## src/rtl/router_rr_arbiter.sv

```systemverilog
// router_rr_arbiter
// Round-robin packet arbiter in front of a 4-way address router. Four
// requesters offer beats carrying a 2-bit destination and a last flag. One
// requester holds the grant for a whole packet. Accepted beats land in a
// single registered output stage that drives one of four destination ports.
//
// Ports
//   clk, reset          : clock, synchronous active-high reset
//   req_valid[3:0]      : per-requester beat valid
//   req_data            : requester i beat at [i*DATA_WIDTH +: DATA_WIDTH]
//   req_addr[7:0]       : requester i destination at [2*i +: 2]
//   req_last[3:0]       : per-requester last-beat flag
//   req_ready[3:0]      : combinational grant/accept qualifier
//   dout0..dout3        : destination port data, zero when not valid
//   dout_valid[3:0]     : per-destination beat valid (one-hot or zero)
//   dout_ready[3:0]     : per-destination sink ready
//   busy                : a multi-beat packet holds the grant
module router_rr_arbiter #(
    parameter int unsigned DATA_WIDTH = 32
) (
    input  logic                      clk,
    input  logic                      reset,
    input  logic [3:0]                req_valid,
    input  logic [4*DATA_WIDTH-1:0]   req_data,
    input  logic [7:0]                req_addr,
    input  logic [3:0]                req_last,
    output logic [3:0]                req_ready,
    output logic [DATA_WIDTH-1:0]     dout0,
    output logic [DATA_WIDTH-1:0]     dout1,
    output logic [DATA_WIDTH-1:0]     dout2,
    output logic [DATA_WIDTH-1:0]     dout3,
    output logic [3:0]                dout_valid,
    input  logic [3:0]                dout_ready,
    output logic                      busy
);

    localparam int unsigned NUM_REQ = 4;
    localparam int unsigned IDX_W   = 2;

    localparam logic [0:0] ST_IDLE   = 1'b0;
    localparam logic [0:0] ST_LOCKED = 1'b1;

    // Registered state
    logic [0:0]            state_q,     state_d;
    logic [IDX_W-1:0]      owner_q,     owner_d;
    logic [IDX_W-1:0]      port_lock_q, port_lock_d;
    logic [IDX_W-1:0]      rr_ptr_q,    rr_ptr_d;
    logic                  out_vld_q,   out_vld_d;
    logic [IDX_W-1:0]      out_port_q,  out_port_d;
    logic [DATA_WIDTH-1:0] out_data_q,  out_data_d;

    // Per-requester lane views of the flattened buses
    logic [DATA_WIDTH-1:0] lane_data [NUM_REQ];
    logic [IDX_W-1:0]      lane_addr [NUM_REQ];

    logic                  can_accept;
    logic [IDX_W-1:0]      pick;
    logic                  pick_valid;
    logic [IDX_W-1:0]      grant_idx;
    logic                  grant_en;
    logic [3:0]            ready_c;
    logic                  accept;
    logic                  beat_last;
    logic [IDX_W-1:0]      beat_addr;
    logic [DATA_WIDTH-1:0] beat_data;
    logic [IDX_W-1:0]      dest;

    // Split flattened request buses into lanes
    always_comb begin
        for (int i = 0; i < NUM_REQ; i++) begin
            lane_data[i] = req_data[i*DATA_WIDTH +: DATA_WIDTH];
            lane_addr[i] = req_addr[i*IDX_W +: IDX_W];
        end
    end

    // Output stage can take a beat if empty or draining this cycle
    assign can_accept = !out_vld_q || dout_ready[out_port_q];

    // Round-robin pick: first valid requester at rr_ptr, rr_ptr+1, ...
    // Scanning from the farthest offset down lets the nearest one win.
    always_comb begin
        logic [IDX_W-1:0] idx;
        pick       = '0;
        pick_valid = 1'b0;
        idx        = '0;
        for (int k = NUM_REQ - 1; k >= 0; k--) begin
            idx = rr_ptr_q + IDX_W'(k);
            if (req_valid[idx]) begin
                pick       = idx;
                pick_valid = 1'b1;
            end
        end
    end

    // Grant selection: owner while locked, round-robin pick otherwise
    always_comb begin
        grant_idx = (state_q == ST_LOCKED) ? owner_q : pick;
        grant_en  = (state_q == ST_LOCKED) || pick_valid;
    end

    // Combinational ready toward the requesters
    always_comb begin
        ready_c = '0;
        if (grant_en && can_accept) begin
            ready_c[grant_idx] = 1'b1;
        end
    end

    assign req_ready = ready_c;

    // Beat currently offered by the granted requester
    always_comb begin
        accept    = req_valid[grant_idx] && ready_c[grant_idx];
        beat_last = req_last[grant_idx];
        beat_addr = lane_addr[grant_idx];
        beat_data = lane_data[grant_idx];
        // Non-head beats follow the port locked by the packet head
        dest      = (state_q == ST_LOCKED) ? port_lock_q : beat_addr;
    end

    // Next-state logic for the grant FSM and output stage
    always_comb begin
        state_d     = state_q;
        owner_d     = owner_q;
        port_lock_d = port_lock_q;
        rr_ptr_d    = rr_ptr_q;
        out_vld_d   = out_vld_q;
        out_port_d  = out_port_q;
        out_data_d  = out_data_q;

        if (accept) begin
            out_vld_d  = 1'b1;
            out_port_d = dest;
            out_data_d = beat_data;
            case (state_q)
                ST_IDLE: begin
                    if (beat_last) begin
                        rr_ptr_d = pick + IDX_W'(1);
                    end else begin
                        owner_d     = pick;
                        port_lock_d = beat_addr;
                        state_d     = ST_LOCKED;
                    end
                end
                ST_LOCKED: begin
                    if (beat_last) begin
                        rr_ptr_d = owner_q + IDX_W'(1);
                        state_d  = ST_IDLE;
                    end
                end
                default: state_d = ST_IDLE;
            endcase
        end else if (out_vld_q && dout_ready[out_port_q]) begin
            out_vld_d = 1'b0;
        end
    end

    // State register; reset drops any held beat and restarts the rotation
    always_ff @(posedge clk) begin
        if (reset) begin
            state_q     <= ST_IDLE;
            owner_q     <= '0;
            port_lock_q <= '0;
            rr_ptr_q    <= '0;
            out_vld_q   <= 1'b0;
            out_port_q  <= '0;
            out_data_q  <= '0;
        end else begin
            state_q     <= state_d;
            owner_q     <= owner_d;
            port_lock_q <= port_lock_d;
            rr_ptr_q    <= rr_ptr_d;
            out_vld_q   <= out_vld_d;
            out_port_q  <= out_port_d;
            out_data_q  <= out_data_d;
        end
    end

    // Destination decode from the registered output stage
    always_comb begin
        dout_valid = '0;
        if (out_vld_q) begin
            dout_valid[out_port_q] = 1'b1;
        end
    end

    assign dout0 = dout_valid[0] ? out_data_q : '0;
    assign dout1 = dout_valid[1] ? out_data_q : '0;
    assign dout2 = dout_valid[2] ? out_data_q : '0;
    assign dout3 = dout_valid[3] ? out_data_q : '0;

    assign busy = (state_q == ST_LOCKED);

endmodule

```

## config.mk

```make
export PLATFORM = sky130hd
export DESIGN_NAME = router_rr_arbiter
export DESIGN_NICKNAME = d
export VERILOG_FILES = /design/src/rtl/router_rr_arbiter.sv
export SDC_FILE = /design/constraint.sdc
export NUM_CORES = 1
export LEC_CHECK = 0
export ABC_CLOCK_PERIOD_IN_PS = 4100
export CAP_MARGIN = 20
export CORE_AREA = 2 2 110 112
export DETAILED_ROUTE_END_ITERATION = 10
export DIE_AREA = 0 0 112 114
export DONT_BUFFER_PORTS = 1
export SLEW_MARGIN = 0
export SYNTH_ARGS = -nofsm -noshare
export SYNTH_HDL_FRONTEND = slang
export SYNTH_SLANG_ARGS = --single-unit
```

## constraint.sdc

```tcl
create_clock -name clk -period 4.1 [get_ports clk]
set_input_delay 0.205 -clock clk [delete_from_list [all_inputs] [get_ports clk]]
set_output_delay 0.205 -clock clk [all_outputs]
set_load 0.1 [all_outputs]
```

==> results of run 1 <==
==> through the flow <==
| step | utilization | power (µW) |
|---|---|---|
| finish | 0.355 | 3830 |
| global route | 0.355 | 4070 |
| CTS | 0.355 | 3850 |
| detailed placement | 0.342 | 3450 |
| global placement | 0.342 | 3390 |
| floorplan | - | 3010 |
==> final timing paths <==
path                    endpoint  slack, ns  depth (start not counted)
setup / recovery    req_ready[2]       1.12                          5
hold / removal        owner_q[1]       0.12                          2
setup reg to reg  out_data_q[26]       1.18                          6
hold reg to reg    out_port_q[0]       0.49                          1
==> synthesized netlist by cell type, types with 3 or more instances <==
master      n
nand3_1   129
and2_1    128
nand2_1    77
dfxtp_1    42
a32o_1     33
clkbuf_1   30
nor2_1     13
mux2i_1     9
a21oi_1     8
buf_2       8
inv_1       5
nand4_1     5
clkbuf_8    4
nand2b_1    4
o311ai_0    4
o31ai_1     4
buf_1       3
buf_8       3
mux2_2      3
or3_1       3
==> where the power goes <==
part / internal, µW / total [µW] / switching [µW]
sequential: 621 / 904 / 283
combinational: 647 / 2530 / 1880
clock: 241 / 394 / 153
total: 1510 / 3830 / 2320
==> cells by family after synthesis <==
logic type             synth area share
flip-flops                        0.213
AO/OA/AOI/OAI                     0.170
buffers and inverters            0.0894
XOR/XNOR                        0.00222
multiplexers                     0.0314
AND/OR/NAND/NOR                   0.494
==> flip-flops by register name, summed over array words and instances (netlist names) <==
name         count
busy             1
out_data_q      32
out_port_q       2
out_vld_q        1
owner_q          2
port_lock_q      2
rr_ptr_q         2
==> worst reg2reg max path: cells and delay by family (launching register included) <==
kind | cells | cell delay, ns
compound gates | 3 | 1.17
simple gates | 1 | 0.19
buf+inv | 2 | 0.48
flops | 1 | 0.95
==> layout make-up <==
class | instances | share of cell area
multi-input cells | 455 | 0.680
flip-flops and latches | 42 | 0.202
well taps | 147 | 0.0442
clock buffers | 7 | 0.0343
repair buffers | 18 | 0.0331
inverters | 5 | 0.00451
clock inverters | 1 | 0.00120
==> layer usage <==
layer | vias to the layer above | routed length (µm) | track usage
li1 | 1911 | - | -
met1 | 2047 | 5900 | 0.268
met2 | 233 | 6860 | 0.347
met3 | 25 | 1270 | 0.0494
met4 | 4 | 320 | 0.0545
met5 | - | 23 | 0
==> impl_metrics.py, run 1 <==
metrics = {
    "placed_design": {
        "placed_cells": 666,
        "dpl.hpwl_um": 10500,
        "place_area_mm2": 0.00400,
        "numPortBuffers": 0,
        "gp_congestion": 0.850,
        "place_ws_ns": 1.22,
    },
    "final_layout": {
        "fin_cells": 675,
        "drive_above_1_share": 0.102,
        "fin_area_mm2": 0.00416,
        "num_antenna_cells": 0,
        "area_growth_pct": 5.39,
        "ff_latch_area_um2": 842,
        "layout_common_cells": "nand3_1, and2_1, nand2_1",
        "fill_cells": 1296,
        "layout_commonest_cell": "nand3_1",
        "fin_nets": 677,
        "multi_input_area_mm2": 0.00283,
    },
    "timing": {
        "maxSlewViolCount": 0,
        "setup_viol": 0,
        "setup_tns_ns": 0,
        "fmax_mhz": 336,
        "tightest_slew_ns": 1.00,
        "holdWs_ns": 0.122,
        "rsz0062_at_grt": "no",
        "skew_ns": 0.00443,
        "fin_crit_ns": 2.98,
        "layout_worst_path_cycle_share": 0.727,
        "finalHoldViolations": 0,
        "layout_setup_ws_ns": 1.12,
        "slew_headroom": 0.337,
    },
    "worst_setup_path": {
        "crit_path_end_kind": "output port",
        "crit_start": "busy",
        "cp_num_buf_inv": 2,
        "worstPathCellList": "o41a_2 > buf_4 > nand2_1 > a21oi_2 > buf_4",
        "critPathMaxFanout": 26,
        "cpLargestDelayFamily": "flip-flops",
        "startpoint_type": "flop",
        "critical_path.most_common_cell": "buf_4",
        "worstSetupPathType": "flop to output port",
        "slowest_stage": "dfxtp_2",
        "required_ns": 3.89,
        "critPathMaxStageDelay_ns": 0.95,
        "reg2reg_from": "busy",
        "arrival_ns": 2.77,
    },
    "flow_run": {
        "drv_cap": 0,
    },
    "floorplan": {
        "start_util": 0.337,
        "fp-row-count": 40,
        "die_w_um": 112,
        "dieArea_mm2": 0.0128,
        "io_pins": 287,
        "die_h_um": 114,
        "core_mm2": 0.0117,
    },
    "yosys": {
        "synth_top_area_cell": "dfxtp_1",
        "syn-num-nets": 705,
        "synth_edf_count": 0,
        "yosysWarnings": 0,
        "syn_inst": 555,
        "synth_ff_type": "dfxtp_1",
        "post_synth_instance_area_mm2": 0.00395,
        "seq_area_frac_synth": 0.213,
        "postSynth.asyncResetShare": 0,
        "avgSynthCellArea_um2": 7.11,
        "synth_cell_type_count": 53,
        "synth.area.top_cells": "dfxtp_1, and2_1, nand3_1",
        "synth_top_area_frac": 0.213,
        "ys_ff_latch": 42,
    },
    "grt": {
        "grt_max_degree": 74,
        "antenna_found_initial": 2,
        "overflow": 0,
        "track_usage": 0.207,
        "grt_pass1_wl_um": 21100,
        "first_global_vias": 3712,
    },
    "cts": {
        "cts_max_level": 2,
        "cts_buffers": 5,
        "cts_setup_buffers": 0,
        "clock_path_buffers": 2,
        "clkTransAtPathRegs_ns": 0.06,
        "clk_latency_ns": 0.28,
        "cts.sinks": 42,
        "postCtsResizedCells": 0,
        "cts_hold_buf": 1,
        "cts_root_buf": "clkbuf_16",
        "tritoncts": "done",
    },
    "worst_hold_path": {
        "worst_hold_path_type": "input pin to flop",
        "min_from": "reset",
    },
    "drt": {
        "vias": 4220,
        "ant_nets": 0,
        "routed_wl_um": 14400,
        "wire_per_inst_um": 21.3,
        "dr.pass1.iters": 4,
        "vias_per_cell": 6.25,
        "drtIter0Drc": 243,
        "drc": 0,
    },
    "power": {
        "power_density_mw_per_mm2": 920,
        "power_leakage_uw": 0.00161,
        "ir_drop_mv": 0.842,
    },
    "run_status": {
        "status": "finished clean",
    },
}
Power figures use the tool's default switching activity.
==> run 2: changes to the inputs <==
--- a/config.mk
+++ b/config.mk
@@ -5,7 +5,7 @@
 export SDC_FILE = /design/constraint.sdc
 export NUM_CORES = 1
 export LEC_CHECK = 0
-export ABC_CLOCK_PERIOD_IN_PS = 4100
+export ABC_CLOCK_PERIOD_IN_PS = 2480
 export CAP_MARGIN = 20
 export CORE_AREA = 2 2 110 112
 export DETAILED_ROUTE_END_ITERATION = 10
==> constraint.sdc (replaced) <==
create_clock -name clk -period 2.48 [get_ports clk]
set_input_delay 0.124 -clock clk [delete_from_list [all_inputs] [get_ports clk]]
set_output_delay 0.124 -clock clk [all_outputs]
set_load 0.1 [all_outputs]
==> impl_metrics.py, run 2 (same netlist as run 1, synthesis figures left out) <==
metrics = {
    "drt": {
        "drc": 0,
        "wire_per_inst_um": 20.0,
        "dr.pass1.iters": 5,
        "vias": 4760,
        "vias_per_cell": 5.78,
        "ant_nets": 0,
        "routed_wl_um": 16500,
        "drtIter0Drc": 366,
    },
    "worst_setup_path": {
        "slowest_stage": "o41a_4",
        "cpLargestDelayFamily": "compound AO/OA/AOI/OAI gates",
        "critPathMaxFanout": 17,
        "required_ns": 2.65,
        "reg2reg_from": "rr_ptr_q[1]",
        "crit_path_end_kind": "flop",
        "worstPathCellList": "mux2i_1 > nor2_1 > o41a_4 > a311oi_4 > buf_4 > nor2_4 > a32o_2",
        "r2r.worst_path.cells": 7,
        "timing.rr.end": "out_data_q[30]",
        "cp_num_buf_inv": 1,
        "rrSetupSlack_ns": 0.11,
        "startpoint_type": "flop",
        "worstSetupPathType": "flop to flop",
        "critPathMaxStageDelay_ns": 0.55,
        "arrival_ns": 2.54,
    },
    "final_layout": {
        "regMostFlops": "out_data_q",
        "layout_common_cells": "buf_4, nand3_1, and2_1",
        "ff_latch_area_um2": 842,
        "fin_nets": 825,
        "drive_above_1_share": 0.306,
        "fill_cells": 1180,
        "multi_input_area_mm2": 0.00291,
        "largest_register_ffs": 32,
        "area_growth_pct": 37.9,
        "layout_commonest_cell": "buf_4",
    },
    "grt": {
        "first_global_vias": 4403,
        "antenna_found_initial": 3,
        "track_usage": 0.233,
        "overflow": 0,
        "grt_pass1_wl_um": 23900,
        "grt_max_degree": 57,
    },
    "timing": {
        "holdWs_ns": 0.0522,
        "slew_headroom": 0.490,
        "fmax_mhz": 423,
        "rsz0062_at_grt": "no",
        "layout_worst_path_cycle_share": 0.954,
        "setup_tns_ns": 0,
        "skew_ns": 0.00425,
        "setup_viol": 0,
        "maxSlewViolCount": 0,
        "finalHoldViolations": 0,
        "tightest_slew_ns": 0.763,
        "fin_crit_ns": 2.37,
    },
    "floorplan": {
        "die_w_um": 112,
        "core_mm2": 0.0117,
        "io_pins": 287,
        "die_h_um": 114,
        "dieArea_mm2": 0.0128,
        "fp-row-count": 40,
        "start_util": 0.337,
    },
    "cts": {
        "cts_buffers": 5,
        "cts.sinks": 42,
        "clock_path_buffers": 2,
        "clkTransAtPathRegs_ns": 0.06,
        "clk_latency_ns": 0.28,
        "cts_root_buf": "clkbuf_16",
        "tritoncts": "done",
        "cts_max_level": 2,
    },
    "worst_hold_path": {
        "holdPathStages": 2,
        "holdPathEnd": "owner_q[1]",
        "min_from": "reset",
        "worst_hold_path_type": "input pin to flop",
    },
    "placed_design": {
        "numPortBuffers": 0,
        "dpl.hpwl_um": 12100,
        "gp_congestion": 0.935,
    },
    "power": {
        "swShare": 0.570,
        "comb_power_share": 0.696,
        "p_int_uw": 3020,
        "clockPowerShare": 0.102,
        "p_seq_frac": 0.202,
        "power_leakage_uw": 0.00245,
        "power_density_mw_per_mm2": 1290,
        "p_sw_uw": 4010,
        "ir_drop_mv": 1.27,
    },
    "run_status": {
        "status": "finished clean",
    },
    "flow_run": {
        "drv_cap": 0,
    },
}
## run 2: cell count changes in the layout (fill, tap and decap cells not counted), sizes merged
cell	delta
diode	+1
clkbuf	+1
buf	+147
clkinv	-1
nor2	+1
## run 2: worst reg2reg max path, cell delays in order (launching register included)
cell and delay [ns]:
dfxtp_1 0.43, mux2i_1 0.24, nor2_1 0.09, o41a_4 0.55
a311oi_4 0.41, buf_4 0.20, nor2_4 0.11, a32o_2 0.24
## run 2: what timing repair did
| item | 4_1_cts | 5_1_grt |
|---|---|---|
| gates resized for setup | 0 | 11 |
| setup endpoints to repair | 0 | 43 |
| hold endpoints to repair | 4 | 0 |
| setup buffers | 0 | 2 |
| hold buffers | 1 | 0 |
## run 2: through the flow
stage,cell area [µm²],std cells,setup slack [ns],util,total power [µW]
finish,5450,824,0.113,0.465,7040
global route,5450,824,0.00127,0.465,7450
CTS,5370,820,0.00472,0.458,6900
detailed placement,5190,811,0.0359,0.443,6170
global placement,5190,811,0.104,0.443,6060
floorplan,3990,555,0.0702,-,5040
## run 2: worst max-delay path by stage
stage                startpoint  slack, ns              to  cells after the start
finish              rr_ptr_q[1]       0.11  out_data_q[30]                      7
CTS                 rr_ptr_q[1]      0.005      owner_q[0]                      6
detailed placement  rr_ptr_q[1]       0.04      owner_q[1]                      6
floorplan                  busy       0.07    req_ready[3]                      5
global placement    rr_ptr_q[1]       0.10      owner_q[1]                      6
global route        rr_ptr_q[1]      0.001  out_data_q[20]                      7
## run 2: layout make-up
| type | instances | area share |
|---|---|---|
| sequential | 42 | 0.155 |
| clock buffer | 8 | 0.0306 |
| tap | 147 | 0.0338 |
| inverter | 5 | 0.00345 |
| antenna | 1 | 0.000459 |
| timing repair buffer | 165 | 0.244 |
| multi-input combinational | 456 | 0.533 |
## run 2: power groups by stage
stage	clock (µW)	sequential (µW)	combinational (µW)
2_1_floorplan	0	1290	3750
3_3_place_gp	0	1400	4660
3_5_place_dp	0	1430	4740
4_1_cts	741	1410	4750
5_1_grt	766	1480	5210
6_report	719	1420	4900
## run 2: per-layer routing
metal  GRT usage  wire [µm]  vias up
met5           0         16        -
li1            -          -     2199
met1       0.281       6480     2254
met2       0.397       7930      273
met4      0.0780        401        2
met3      0.0733       1640       32
